**src/rtl/strobe_divider_chain.sv**
```systemverilog
// strobe_divider_chain
//   Shared timebase built from one base period PERIOD. Stage k runs a
//   free-running counter of period P_k = PERIOD >> k and emits a one-cycle
//   strobe each time it wraps. All stages restart together, so they stay
//   phase-locked. An aligned pulse marks edges where every stage wraps at
//   once, and an epoch counter tallies stage-0 wraps.
//   mismatch flags stages whose halving lost a remainder. cfg_err flags a
//   configuration where the last stage has a zero period. Both are
//   elaboration-time constants.

module strobe_divider_chain #(
  parameter int PERIOD  = 28,
  parameter int STAGES  = 3,
  parameter int EPOCH_W = 8
) (
  input  logic               clk,
  input  logic               rst,
  input  logic               en,
  input  logic               restart,
  output logic [STAGES-1:0]  strobe,
  output logic               aligned,
  output logic [EPOCH_W-1:0] epoch,
  output logic [STAGES-1:0]  mismatch,
  output logic               cfg_err
);

  localparam int CW      = $clog2(PERIOD + 1);
  // A zero-length final stage cannot count. The whole chain is inhibited
  // rather than letting only some stages run.
  localparam bit CFG_ERR = ((PERIOD >> (STAGES - 1)) == 0);

  // Counting happens only on an enabled edge that is not a re-phase.
  logic              advance;
  // Per-stage terminal-count detect, shared by strobe, aligned and epoch.
  logic [STAGES-1:0] wrap;

  assign advance = en && !restart && !CFG_ERR;
  assign cfg_err = CFG_ERR;

  for (genvar k = 0; k < STAGES; k++) begin : g_stage
    localparam int              P_K  = PERIOD >> k;
    // The terminal value is a constant, so the counter can never run past
    // P_K-1. With P_K == 1 it is 0 and the counter simply stays at 0.
    localparam logic [CW-1:0]   LAST = (P_K > 0) ? CW'(P_K - 1) : '0;

    logic [CW-1:0] cnt;
    logic          strobe_q;

    assign wrap[k]     = (cnt == LAST);
    assign strobe[k]   = strobe_q;
    // Halving is exact only if shifting back up recovers PERIOD.
    assign mismatch[k] = (PERIOD != (P_K << k));

    // Stage counter and its wrap strobe; priority is rst, restart, en, hold.
    always_ff @(posedge clk) begin
      // NOTE: sequential state uses non-blocking assignments so every
      // register samples pre-edge values regardless of block ordering.
      if (rst) begin
        cnt      <= '0;
        strobe_q <= 1'b0;
      end else if (restart) begin
        cnt      <= '0;
        strobe_q <= 1'b0;
      end else if (advance) begin
        if (wrap[k]) begin
          cnt      <= '0;
          strobe_q <= 1'b1;
        end else begin
          cnt      <= cnt + CW'(1);
          strobe_q <= 1'b0;
        end
      end else begin
        strobe_q <= 1'b0;
      end
    end
  end

  // Coincidence pulse and epoch count, registered alongside the strobes.
  always_ff @(posedge clk) begin
    if (rst) begin
      aligned <= 1'b0;
      epoch   <= '0;
    end else if (restart) begin
      // Re-phasing keeps the epoch count; only the pulse is cleared.
      aligned <= 1'b0;
    end else if (advance) begin
      aligned <= &wrap;
      if (wrap[0]) begin
        epoch <= epoch + EPOCH_W'(1);
      end
    end else begin
      aligned <= 1'b0;
    end
  end

endmodule

```
**config.mk**
```make
export PLATFORM = sky130hd
export DESIGN_NAME = strobe_divider_chain
export DESIGN_NICKNAME = d
export VERILOG_FILES = /design/src/rtl/strobe_divider_chain.sv
export SDC_FILE = /design/constraint.sdc
export NUM_CORES = 1
export LEC_CHECK = 0
export CAP_MARGIN = 25
export CORE_UTILIZATION = 56
export CTS_BUF_LIST = sky130_fd_sc_hd__clkbuf_16
export DETAILED_ROUTE_END_ITERATION = 6
export MAX_ROUTING_LAYER = met4
export PLACE_DENSITY = 0.83
export SLEW_MARGIN = 25
export SYNTH_ARGS = -nofsm -noshare
export SYNTH_HDL_FRONTEND = slang
export SYNTH_SLANG_ARGS = --single-unit
```
**constraint.sdc**
```tcl
create_clock -name clk -period 2.27 [get_ports clk]
set_clock_uncertainty 0.1 [all_clocks]
set_input_delay 0.454 -clock clk [delete_from_list [all_inputs] [get_ports clk]]
set_output_delay 0.454 -clock clk [all_outputs]
set_load 0.01 [all_outputs]
```
# Yosys cells after proc, flatten, opt, wreduce, memory -nomap -nowiden
# Index checks and enable logic that the tools add are counted.
word_totals:
  ff_bits: 27
  out_inout_bits: 16
  wordCells: 29
  in_bits: 4
classes:
  n_addsub: 4
  n_reduce_logical: 6
  n_eq_ne: 3
  n_mux: 6
  bitwise_logic: 2
ops:
  columns: ["op", "count"]
  rows:
  - ["$add A5 B1 Y5 const B", 3]
  - ["$mux W5", 3]
  - ["$add A8 B1 Y8 const B", 1]
  - ["$reduce_and A3 Y1", 2]
  - ["$eq A5 B3 Y1 const B", 1]
  - ["$eq A5 B4 Y1 const B", 1]
  - ["$eq A5 B5 Y1 const B", 1]
  - ["$mux W1", 3]
  - ["$reduce_or A3 Y1", 1]
  - ["$not A1 Y1", 2]
  - ["$reduce_or A2 Y1", 1]
  - ["$logic_and A1 B1 Y1", 1]
  - ["$logic_not A1 Y1", 1]

# Logic depth before layout (Yosys ltp)
# Gate-level depths: netlist (run 1).
logic_depth:
  ltp_word: 4
  depth_mapped: 6
  ltp_nobuf: 6

# Worst setup path before layout (run 1)
# No wires, ideal clock.
synth_timing:
  path_type: "input port to flip-flop"
  start: "in en"
  end: "reg epoch[7]"
  slack_ns: 0.689
  arrival_ns: 1.411
  required_time_ns: 2.099
  path_stages: 6
  n_path_buf: 2
  setup_time_ns: 0.071
  path_cell_list: "buf_4 > and4b_1 > buf_6 > nand3_2 > or3_1 > a21oi_1"
synth_via:
  elab_chain_len: 2
synth_rtl:
  columns: ["element", "line_no", "rtl"]
  rows:
  - ["start: declaration", "18", "input logic en,"]
  - ["$logic_and A1 B1 Y1", "37", "assign advance = en && !restart && !CFG_ERR;"]
  - ["$reduce_and A3 Y1 (no source line)", null, null]
  - ["end signal: assignment", "89", "epoch <= epoch + EPOCH_W'(1);"]
  - ["end: declaration", "22", "output logic [EPOCH_W-1:0] epoch,"]
# Every way passes these cells.
# A chain may end at the register's enable or synchronous reset.

# Worst setup path after layout (run 1)
layout_timing:
  start: "in en"
  end: "reg g_stage[2].cnt[3]"
layout_via:
  elab_chain_len: 1
layout_rtl:
  columns: ["element", "line_no", "rtl"]
  rows:
  - ["$logic_and A1 B1 Y1", "37", null]
  - ["end signal: assignment", "69", "cnt <= cnt + CW'(1);"]
  - ["end: declaration", "46", "logic [CW-1:0] cnt;"]
# Every way passes these cells.

==> results of run 1 <==
through the flow:
step / instance area, sq um / power, W / setup WS (ns)
floorplan: 1270 / 0.000521 / 0.689
global placement: 1400 / 0.000527 / 0.196
detailed placement: 1400 / 0.000529 / 0.105
CTS: 1480 / 0.000920 / 0.383
global route: 1480 / 0.000947 / 0.328
finish: 1480 / 0.000909 / 0.394
cell families (layout without fill, tap and decap cells):
| group | Yosys count | count (layout) | synth area share |
|---|---|---|---|
| xor+xnor | 11 | 11 | 0.0765 |
| buf+inv | 14 | 25 | 0.0715 |
| fa+ha+maj | 6 | 6 | 0.0596 |
| other cells | 1 | 4 | 0.00298 |
| flops | 27 | 27 | 0.429 |
| compound gates | 12 | 12 | 0.0606 |
| simple gates | 62 | 62 | 0.267 |
| mux | 4 | 4 | 0.0328 |
placed cells by master, fill, tap and decap left out, drive strengths merged, types with 3 or more instances in the layout:
cell type / n
nor3: 3
nand2b: 3
buf: 4
nand2: 8
nand4: 5
nand3: 6
clkbuf: 3
and4b: 3
xor2: 10
dfxtp: 27
mux2i: 3
conb: 4
nor2: 20
a21oi: 7
and3: 3
clkdlybuf4s50: 15
ha: 6
cell type report:
| cell class | instances | area (sq um) |
|---|---|---|
| Timing Repair Buffer | 19 | 180 |
| Sequential cell | 27 | 541 |
| Multi-Input combinational cell | 99 | 641 |
| Inverter | 2 | 7.51 |
| Clock buffer | 3 | 75.1 |
| Tap cell | 27 | 33.8 |
| Fill cell | 168 | 559 |
| Clock inverter | 1 | 5.00 |
path summary, 6_finish.rpt:
check | start | endpoint | slack (ns) | cells after the start
max | en | g_stage[2].cnt[3]$_SDFFE_PP0P_ | 0.39 | 6
min reg2reg | g_stage[1].cnt[4]$_SDFFE_PP0P_ | g_stage[1].cnt[4]$_SDFFE_PP0P_ | 0.38 | 2
min | g_stage[1].cnt[4]$_SDFFE_PP0P_ | g_stage[1].cnt[4]$_SDFFE_PP0P_ | 0.38 | 2
max reg2reg | g_stage[2].cnt[0]$_SDFFE_PP0P_ | g_stage[2].cnt[1]$_SDFFE_PP0P_ | 0.47 | 7
power groups by stage:
stage,clock network (W),logic [W],registers (W)
6_report,0.000390,0.0000395,0.000480
5_1_grt,0.000423,0.0000448,0.000480
4_1_cts,0.000400,0.0000401,0.000479
3_5_place_dp,0,0.0000391,0.000490
3_3_place_gp,0,0.0000374,0.000490
2_1_floorplan,0,0.0000316,0.000489
worst max-delay path: stages:
cell and delay, ns:
sky130_fd_sc_hd__clkdlybuf4s50_1 0.48, sky130_fd_sc_hd__buf_4 0.21, sky130_fd_sc_hd__nor2b_1 0.39, sky130_fd_sc_hd__nand4_1 0.17, sky130_fd_sc_hd__xor2_1 0.17, sky130_fd_sc_hd__nor2_1 0.05
registers in the layout, indices dropped and copies added, names as in the netlist:
register	flops
g_stage.cnt	15
epoch	8
g_stage.strobe_q	3
aligned	1
routing by layer:
metal | wire length (um) | global-route usage
met1 | 1100 | 0.262
met2 | 1170 | 0.390
met3 | 47 | 0.0280
met4 | 0 | 0.0667
met5 | 0 | -
==> Implementation_results.wiki, run 1 <==
{| class="wikitable"
! Metric !! Value
|-
| CTS HTree Levels || 1
|-
| Internal power contribution || 0.000729 W
|-
| Max-slew headroom at the worst pin || 0.554
|-
| Antenna violations before repair || 0
|-
| Final Routed Wirelength || ~2300 um
|-
| Count of final hold-check violations || 0
|-
| Distinct cell type count of the synthesized netlist || 32
|-
| Later-pin clock latency in the skew report || roughly 0.25 ns
|-
| DRC marker count from the first detailed-route iteration || 17
|-
| Gp weighted congestion || roughly 0.77
|-
| Area of the die || around 2400 sq um
|-
| Fraction of synthesis flops using an asynchronous set or reset pin || 0
|-
| Effective utilization at floorplan || 0.617
|-
| Cell type with the highest aggregate area in the netlist || sky130_fd_sc_hd__dfxtp_1
|-
| Pin count of the biggest net entering global routing || 18
|-
| Gr usage total || 0.222
|-
| Quantity of hold-fixing buffers added after cts || 0
|-
| Inserted Diodes || 0
|-
| Number of standard-cell rows in the floorplan || 16
|-
| Pwr dens || 613 nW/um^2
|-
| Post-route fraction of the period consumed by the critical path || 0.826
|-
| Unrepaired setup endpoints after global routing || false
|-
| YS warnings || 0
|-
| Crit end category || flip-flop
|-
| Share of power burned in registers || 0.527
|-
| Routed vias || 953
|-
| Maximum frequency from static timing analysis || about 0.53 GHz
|-
| DRC violation count after routing || 0
|-
| Placeable core region || 2040 sq um
|-
| Startpoint-to-endpoint class of the critical path || in2reg
|-
| Share of final-layout standard cells stronger than drive strength 1 || 0.0728
|-
| Horizontal die dimension || 49.4 um
|-
| Required time worst endpoint || 2.32 ns
|-
| Largest voltage drop on the vdd net || 0.504 mV
|-
| Clock root buffer || sky130_fd_sc_hd__clkbuf_16
|-
| Vias in the first global route || ~940
|-
| Most common library cells after synthesis || 27 x sky130_fd_sc_hd__dfxtp_1, 20 x sky130_fd_sc_hd__nor2_1, 10 x sky130_fd_sc_hd__xor2_1
|-
| Number of port buffers || 15
|-
| Setup fix buffers added after clock tree synthesis || 0
|-
| Half-perimeter wire length after detailed placement || 1660 um
|-
| Clock slew at reported path FFs || 0.06 ns
|-
| Synthesized netlist cell count || ~140
|-
| Mean cell area of the mapped netlist || 9.20 sq um
|-
| Number of clock sinks || 27
|-
| Cell area after synthesis || 1260 sq um
|-
| Switching fraction of total power || 0.198
|-
| Total negative setup slack || 0 ns
|-
| Boundary pin count || 20
|-
| Fraction of post-synthesis cell area in the top cell type by area || 0.429
|-
| # nets final || 162
|-
| Total of cells resized after clock tree synthesis || 0
|-
| Final setup fails || 0
|-
| Final core occ || 0.726
|-
| Part of the power in the clock network || 0.429
|-
| Class of the tightest hold or removal check || reg2reg
|-
| Final std cells w/o fill || 178
|-
| Max-slew violation total from the final report || 0
|-
| Post-DRT Antenna Nets || 0
|-
| Flip-flop and latch count after synthesis || 27
|-
| Die Height || around 50 um
|-
| Switching power || 0.000180 W
|-
| Final critical-path required period || 1.88 ns
|-
| Post-synth EDFFs || 0
|-
| Leakage component of the power || 0.610 nW
|-
| Predominant post-synthesis flop cell || sky130_fd_sc_hd__dfxtp_1
|-
| First-pass iteration count of the detailed router || 4
|-
| Synthesis-to-layout area growth || 17.7%
|-
| Number of clock buffers inserted by TritonCTS || 3
|-
| Comb pwr share || 0.043
|-
| Worst path arrival time || 1.93 ns
|-
| First-pass GRT wire length || a little over 4000 um
|-
| Worst Tran Pin Value || 0.660 ns
|-
| Average routed wire per standard cell || 13.0 um
|-
| Fraction of the yosys area taken by sequential cells || 0.429
|-
| Synth top area cells || sky130_fd_sc_hd__dfxtp_1 43%, sky130_fd_sc_hd__xor2_1 7.0%, sky130_fd_sc_hd__ha_1 6.0%
|-
| Hold slack || around 0.38 ns
|-
| Vias per cell || between 5 and 6
|-
| Outcome || complete, no violations
|-
| Number of maximum-capacitance violations || 0
|-
| Max clock buf depth || 2
|-
| Final global-route overflow total || 0
|-
| Kind of start point of the critical path || input port
|-
| Maximum net fanout on the critical path || 17
|-
| Post-Place Cells || 174
|-
| Most numerous cell in the Yosys netlist || sky130_fd_sc_hd__dfxtp_1
|-
| CTS tree || yes
|}
Power figures use the tool's default switching activity.
==> inputs of run 2 (changes only) <==
--- a/config.mk
+++ b/config.mk
@@ -6,11 +6,11 @@
 export NUM_CORES = 1
 export LEC_CHECK = 0
 export CAP_MARGIN = 25
-export CORE_UTILIZATION = 56
+export CORE_UTILIZATION = 52
 export CTS_BUF_LIST = sky130_fd_sc_hd__clkbuf_16
 export DETAILED_ROUTE_END_ITERATION = 6
 export MAX_ROUTING_LAYER = met4
-export PLACE_DENSITY = 0.83
+export PLACE_DENSITY = 0.78
 export SLEW_MARGIN = 25
 export SYNTH_ARGS = -nofsm -noshare
 export SYNTH_HDL_FRONTEND = slang
==> constraint.sdc (replaced) <==
create_clock -name clk -period 1.9 [get_ports clk]
set_clock_uncertainty 0.1 [all_clocks]
set_input_delay 0.38 -clock clk [delete_from_list [all_inputs] [get_ports clk]]
set_output_delay 0.38 -clock clk [all_outputs]
set_load 0.01 [all_outputs]
==> Implementation_results.wiki, run 2 (same netlist as run 1, synthesis figures left out) <==
{| class="wikitable"
! Metric !! Value
|-
| Count of final hold-check violations || 0 (unchanged)
|-
| Clock slew at reported path FFs || 0.07 ns (about the same)
|-
| Final Routed Wirelength || 2290 um (-1.2%)
|-
| Final global-route overflow total || 0 (unchanged)
|-
| Minimum setup slack in the final design || 0.142 ns (-0.252 ns)
|-
| Max clock buf depth || 2 (unchanged)
|-
| Boundary pin count || 20 (unchanged)
|-
| Met3 Use GR || 0.0625 (+0.0345)
|-
| Hold slack || 0.385 ns (+0.00219 ns)
|-
| Worst Path Buf+Inv || 1 (-1)
|-
| CTS tree || yes
|-
| Hold endpoint || g_stage[1].cnt[4]$_SDFFE_PP0P_
|-
| Outcome || complete, no violations
|-
| Source of the worst hold timing path || g_stage[1].cnt[4]$_SDFFE_PP0P_
|-
| Later-pin clock latency in the skew report || 0.26 ns (about the same)
|-
| Placement Setup Slack || -0.0601 ns (-0.166 ns)
|-
| Effective utilization at floorplan || 0.559 (-0.0582)
|-
| Number of clock buffers inserted by TritonCTS || 3 (unchanged)
|-
| Placeable core region || 2250 sq um (+10%)
|-
| DRC marker count from the first detailed-route iteration || 7 (-10)
|-
| Global routing usage on met1 || 0.228 (-0.0342)
|-
| Slowest library cell on the worst path || sky130_fd_sc_hd__clkdlybuf4s50_1
|-
| Gr usage total || 0.194 (-0.0279)
|-
| First-pass iteration count of the detailed router || 4 (unchanged)
|-
| Routed vias || 981 (+2.9%)
|-
| Die Height || 51.2 um (+3.6%)
|-
| Highest-utilization routing layer at the global route stage || met2
|-
| Average routed wire per standard cell || 12.6 um (-2.8%)
|-
| Vias in the first global route || 845 (-9.8%)
|-
| Post-route fraction of the period consumed by the critical path || 0.925
|-
| Largest voltage drop on the vdd net || 1.02 mV (+100%)
|-
| Number of standard-cell rows in the floorplan || 17 (+1)
|-
| # nets final || 164 (+1.2%)
|-
| Total of cells resized after clock tree synthesis || 0 (unchanged)
|-
| Maximum frequency from static timing analysis || ~0.57 GHz
|-
| CP max stage delay || 0.58 ns (+0.10 ns)
|-
| Final core occ || 0.666 (-0.0602)
|-
| Number of port buffers || 15 (unchanged)
|-
| Leakage component of the power || 0.616 nW (+1.0%)
|-
| Required time worst endpoint || 1.42 ns (-0.90 ns)
|-
| Count of cells along the worst hold path || 2 (unchanged)
|-
| Final std cells w/o fill || 181 (+1.7%)
|-
| Commonest non-fill, non-tap cell in the layout || sky130_fd_sc_hd__dfxtp_1
|-
| Horizontal die dimension || 51.2 um (+3.6%)
|-
| Area of the die || 2620 sq um (+7.4%)
|-
| Critical register-to-register path endpoint || g_stage[2].cnt[1]$_SDFFE_PP0P_
|-
| Number of maximum-capacitance violations || 0 (unchanged)
|-
| Class of the tightest hold or removal check || reg2reg
|-
| Kind of start point of the critical path || flip-flop
|-
| Cell family contributing the most delay on the critical path || buffers and inverters
|-
| Share of final-layout standard cells stronger than drive strength 1 || 0.0850 (+0.0121)
|-
| Quantity of hold-fixing buffers added after cts || 0 (unchanged)
|-
| Inserted Diodes || 0 (unchanged)
|-
| Unrepaired setup endpoints after global routing || false
|-
| Max-slew violation total from the final report || 0 (unchanged)
|-
| Number of clock sinks || 27 (unchanged)
|-
| Flip-flop count of the largest register after layout || 15 (unchanged)
|-
| Register ranked first by flip-flop count || g_stage.cnt
|-
| Half-perimeter wire length after detailed placement || 1640 um (-0.67%)
|-
| Total negative setup slack || 0 ns (unchanged)
|-
| Maximum net fanout on the critical path || 6 (-11)
|-
| Launch point of the worst reg-to-reg path || g_stage[2].cnt[0]$_SDFFE_PP0P_
|-
| Worst path arrival time || 1.28 ns (-0.65 ns)
|-
| Global-route met2 utilization || 0.320 (-0.0702)
|-
| Setup fix buffers added after clock tree synthesis || 0 (unchanged)
|-
| First-pass GRT wire length || 3680 um (-9.8%)
|-
| Vias per cell || 5.42 (+1.2%)
|-
| Final setup fails || 0 (unchanged)
|-
| Synthesis-to-layout area growth || 19.2%
|-
| Antenna violations before repair || 0 (unchanged)
|-
| Post-Place Cells || 177 (+1.7%)
|-
| Startpoint-to-endpoint class of the critical path || reg2out
|-
| Crit end category || primary output
|-
| Highest-count cells in the layout ignoring fill and taps || 27 x sky130_fd_sc_hd__dfxtp_1, 20 x sky130_fd_sc_hd__nor2_1, 15 x sky130_fd_sc_hd__clkdlybuf4s50_1
|-
| Minimum setup slack among reg-to-reg paths || 0.32 ns (-0.15 ns)
|-
| DRC violation count after routing || 0 (unchanged)
|-
| Gp weighted congestion || 0.792 (+2.4%)
|-
| Registers with the most flip-flops || g_stage.cnt: 15 flops, epoch: 8 flops, g_stage.strobe_q: 3 flops
|-
| CTS HTree Levels || 1 (unchanged)
|-
| Worst-case reg-to-reg path depth || 7 (unchanged)
|-
| Final critical-path required period || approximately 1.8 ns
|-
| Cell Chain, Critical Path || clkdlybuf4s50_1
|-
| Post-DRT Antenna Nets || 0 (unchanged)
|-
| Pwr dens || 737 nW/um^2 (+20%)
|-
| Pin count of the biggest net entering global routing || 17 (-1)
|-
| Clock root buffer || sky130_fd_sc_hd__clkbuf_16
|}
## run 2: cell count changes in the layout (fill, tap and decap cells not counted), sizes merged
| cell | delta |
|---|---|
| buf | +2 |
| clkinv | -1 |
| clkinvlp | +1 |
## run 2: final cells by class
| cell class | instances | area [sq um] |
|---|---|---|
| timing repair buffer | 21 | 195 |
| clock inverter | 1 | 7.51 |
| multi-input combinational | 99 | 641 |
| clock buffer | 3 | 75.1 |
| sequential | 27 | 541 |
| inverter | 2 | 7.51 |
| fill | 193 | 753 |
| tap | 28 | 35.0 |
## run 2: worst max path at each step
stage	from	endpoint	slack (ns)	cells past startpoint
detailed placement	en	epoch[7]$_SDFFE_PP0P_	-0.06	5
floorplan	g_stage[2].cnt[0]$_SDFFE_PP0P_	g_stage[2].cnt[0]$_SDFFE_PP0P_	0.37	6
finish	epoch[0]$_SDFFE_PP0P_	epoch[0]	0.14	1
CTS	epoch[0]$_SDFFE_PP0P_	epoch[0]	0.15	1
global placement	en	epoch[7]$_SDFFE_PP0P_	0.006	5
global route	epoch[0]$_SDFFE_PP0P_	epoch[0]	0.10	1
## run 2: metrics by stage
stage	total power [W]	area (sq um)
detailed placement	0.000635	1420
CTS	0.00111	1500
floorplan	0.000623	1270
global route	0.00115	1500
finish	0.00111	1500
global placement	0.000633	1420
## run 2: layer usage
layer | wire length [um] | part of all wire | vias up
li1 | - | - | 497
met1 | 1120 | 0.49 | 466
met2 | 1080 | 0.47 | 16
met3 | 83 | 0.036 | 2
met4 | 8 | 0.0035 | 0
met5 | 0 | 0 | -
## run 2: power by group
group	internal (W)	switching [W]
combinational	0.0000212	0.0000283
sequential	0.000569	0.00000373
clock	0.000286	0.000198
total	0.000876	0.000230
==> inputs of run 3 (changes only) <==
--- a/config.mk
+++ b/config.mk
@@ -6,11 +6,12 @@
 export NUM_CORES = 1
 export LEC_CHECK = 0
 export CAP_MARGIN = 25
-export CORE_UTILIZATION = 52
+export CORE_UTILIZATION = 50
 export CTS_BUF_LIST = sky130_fd_sc_hd__clkbuf_16
+export CTS_CLUSTER_SIZE = 10
 export DETAILED_ROUTE_END_ITERATION = 6
 export MAX_ROUTING_LAYER = met4
-export PLACE_DENSITY = 0.78
+export PLACE_DENSITY = 0.75
 export SLEW_MARGIN = 25
 export SYNTH_ARGS = -nofsm -noshare
 export SYNTH_HDL_FRONTEND = slang
==> Implementation_results.wiki, run 3 (same netlist as run 1, synthesis figures left out) <==
{| class="wikitable"
! Metric !! Value
|-
| Total negative setup slack || 0 ns (unchanged)
|-
| Final Routed Wirelength || 2190 um (-4.5%)
|-
| CTS tree || yes
|-
| Total of cells resized after clock tree synthesis || 0 (unchanged)
|-
| Summed area of non-filler cells in the final layout || 1500 sq um (-0.25%)
|-
| DRC marker count from the first detailed-route iteration || 15 (+8)
|-
| Registers with the most flip-flops || g_stage.cnt: 15 flops, epoch: 8 flops, g_stage.strobe_q: 3 flops
|-
| First-pass GRT wire length || 3620 um (-1.9%)
|-
| Beginning of the critical path || epoch[4]$_SDFFE_PP0P_
|-
| Cell Chain, Critical Path || clkdlybuf4s50_1
|-
| Class of the tightest hold or removal check || reg2reg
|-
| Layout filler cell count || 191 (-1.0%)
|-
| Commonest non-fill, non-tap cell in the layout || sky130_fd_sc_hd__dfxtp_1
|-
| CP max stage delay || 0.57 ns (about the same)
|-
| Max-slew violation total from the final report || 0 (unchanged)
|-
| Vias per cell || 5.31 (-2.0%)
|-
| Final core occ || 0.652 (-0.0140)
|-
| Placeable core region || 2300 sq um (+1.9%)
|-
| Average routed wire per standard cell || 12.1 um (-4.5%)
|-
| Source of the worst hold timing path || g_stage[1].cnt[4]$_SDFFE_PP0P_
|-
| Register ranked first by flip-flop count || g_stage.cnt
|-
| Maximum net fanout on the critical path || 5 (-1)
|-
| Pwr dens || 723 nW/um^2 (-1.8%)
|-
| Antenna violations before repair || 0 (unchanged)
|-
| Half-perimeter wire length after detailed placement || 1560 um (-5.3%)
|-
| Launch point of the worst reg-to-reg path || g_stage[0].cnt[0]$_SDFFE_PP0P_
|-
| Max clock buf depth || 2 (unchanged)
|-
| # nets final || 164 (unchanged)
|-
| Gr usage total || 0.190 (-0.00423)
|-
| Effective utilization at floorplan || 0.548 (-0.0103)
|-
| Later-pin clock latency in the skew report || 0.26 ns (about the same)
|-
| Maximum frequency from static timing analysis || 0.574 GHz (+0.95%)
|-
| Kind of start point of the critical path || flip-flop
|-
| Pin count of the biggest net entering global routing || 17 (unchanged)
|-
| Highest routed metal layer || met4
|-
| Clock root buffer || sky130_fd_sc_hd__clkbuf_16
|-
| Routed length on met2 || 1030 um (-4.5%)
|-
| DRC violation count after routing || 0 (unchanged)
|-
| Leakage component of the power || 0.621 nW (+0.84%)
|-
| Post-Place Cells || 177 (unchanged)
|-
| Area after DPL || 1420 sq um (unchanged)
|-
| Outcome || complete, no violations
|-
| Routed vias || 961 (-2.0%)
|-
| Final critical-path required period || 1.74 ns (-0.0166 ns)
|-
| First-pass iteration count of the detailed router || 4 (unchanged)
|-
| Final global-route overflow total || 0 (unchanged)
|-
| Slowest library cell on the worst path || sky130_fd_sc_hd__clkdlybuf4s50_1
|-
| Post-route fraction of the period consumed by the critical path || 0.916 (-0.00873)
|-
| Flip-flop count of the largest register after layout || 15 (unchanged)
|-
| Gp weighted congestion || 0.771 (-2.7%)
|-
| Share of final-layout standard cells stronger than drive strength 1 || 0.0784 (-0.00654)
|-
| Vias in the first global route || 786 (-7.0%)
|-
| Synthesis-to-layout area growth || 18.9%
|-
| Number of maximum-capacitance violations || 0 (unchanged)
|-
| Number of port buffers || 15 (unchanged)
|-
| Number of standard-cell rows in the floorplan || 17 (unchanged)
|-
| Area of the die || 2720 sq um (+3.8%)
|-
| Unrepaired setup endpoints after global routing || false
|-
| Boundary pin count || 20 (unchanged)
|-
| Post-DRT Antenna Nets || 0 (unchanged)
|-
| Final std cells w/o fill || 181 (unchanged)
|-
| Horizontal die dimension || 52.2 um (+1.9%)
|-
| Die Height || 52.2 um (+1.9%)
|-
| Count of final hold-check violations || 0 (unchanged)
|-
| Number of clock buffers inserted by TritonCTS || 3 (unchanged)
|-
| Met3 wirelength from detailed routing || 79 um (-4.8%)
|-
| Crit end category || primary output
|-
| Required time worst endpoint || 1.42 ns (about the same)
|-
| Setup fix buffers added after clock tree synthesis || 0 (unchanged)
|-
| Startpoint-to-endpoint class of the critical path || reg2out
|-
| Largest voltage drop on the vdd net || 0.448 mV (-56%)
|-
| Inserted Diodes || 0 (unchanged)
|-
| Clock slew at reported path FFs || 0.06 ns (about the same)
|-
| Number of clock sinks || 27 (unchanged)
|-
| Cell family contributing the most delay on the critical path || buffers and inverters
|-
| CTS HTree Levels || 1 (unchanged)
|-
| Final setup fails || 0 (unchanged)
|-
| Highest-count cells in the layout ignoring fill and taps || 27 x sky130_fd_sc_hd__dfxtp_1, 20 x sky130_fd_sc_hd__nor2_1, 15 x sky130_fd_sc_hd__clkdlybuf4s50_1
|-
| DRT met1 WL || 1040 um (-6.9%)
|-
| Worst path arrival time || 1.26 ns (-0.02 ns)
|-
| Quantity of hold-fixing buffers added after cts || 0 (unchanged)
|-
| Worst Path Buf+Inv || 1 (unchanged)
|}
-- run 3: per-layer routing --
metal | global-route usage | vias up
met3 | 0.0261 | 4
li1 | - | 495
met4 | 0.0921 | 0
met5 | - | -
met1 | 0.235 | 436
met2 | 0.303 | 26
-- run 3: power by group --
part	switching, W	internal (W)	total (W)
Sequential	0.00000373	0.000569	0.000573
Combinational	0.0000271	0.0000210	0.0000481
Clock	0.000181	0.000281	0.000462
-- run 3: worst paths after layout --
path | cells past startpoint | end | slack (ns)
min reg2reg | 2 | g_stage[1].cnt[4]$_SDFFE_PP0P_ | 0.38
max reg2reg | 5 | epoch[7]$_SDFFE_PP0P_ | 0.28
min | 2 | g_stage[1].cnt[4]$_SDFFE_PP0P_ | 0.38
max | 1 | epoch[4] | 0.16
-- run 3: per-stage QoR --
stage	setup WS [ns]	total power, W	hold WS (ns)
2_1_floorplan	0.372	0.000623	0.340
3_3_place_gp	0.0491	0.000633	0.352
3_5_place_dp	-0.00112	0.000634	0.361
4_1_cts	0.161	0.00110	0.375
5_1_grt	0.105	0.00112	0.417
6_report	0.159	0.00108	0.379
-- run 3: final cells by class --
cell class | count | area, sq um | area share
clock buffers | 3 | 75.1 | 0.0501
multi-input cells | 99 | 641 | 0.428
clock inverters | 1 | 3.75 | 0.00251
well taps | 28 | 35.0 | 0.0234
flip-flops and latches | 27 | 541 | 0.361
inverters | 2 | 7.51 | 0.00501
repair buffers | 21 | 195 | 0.130
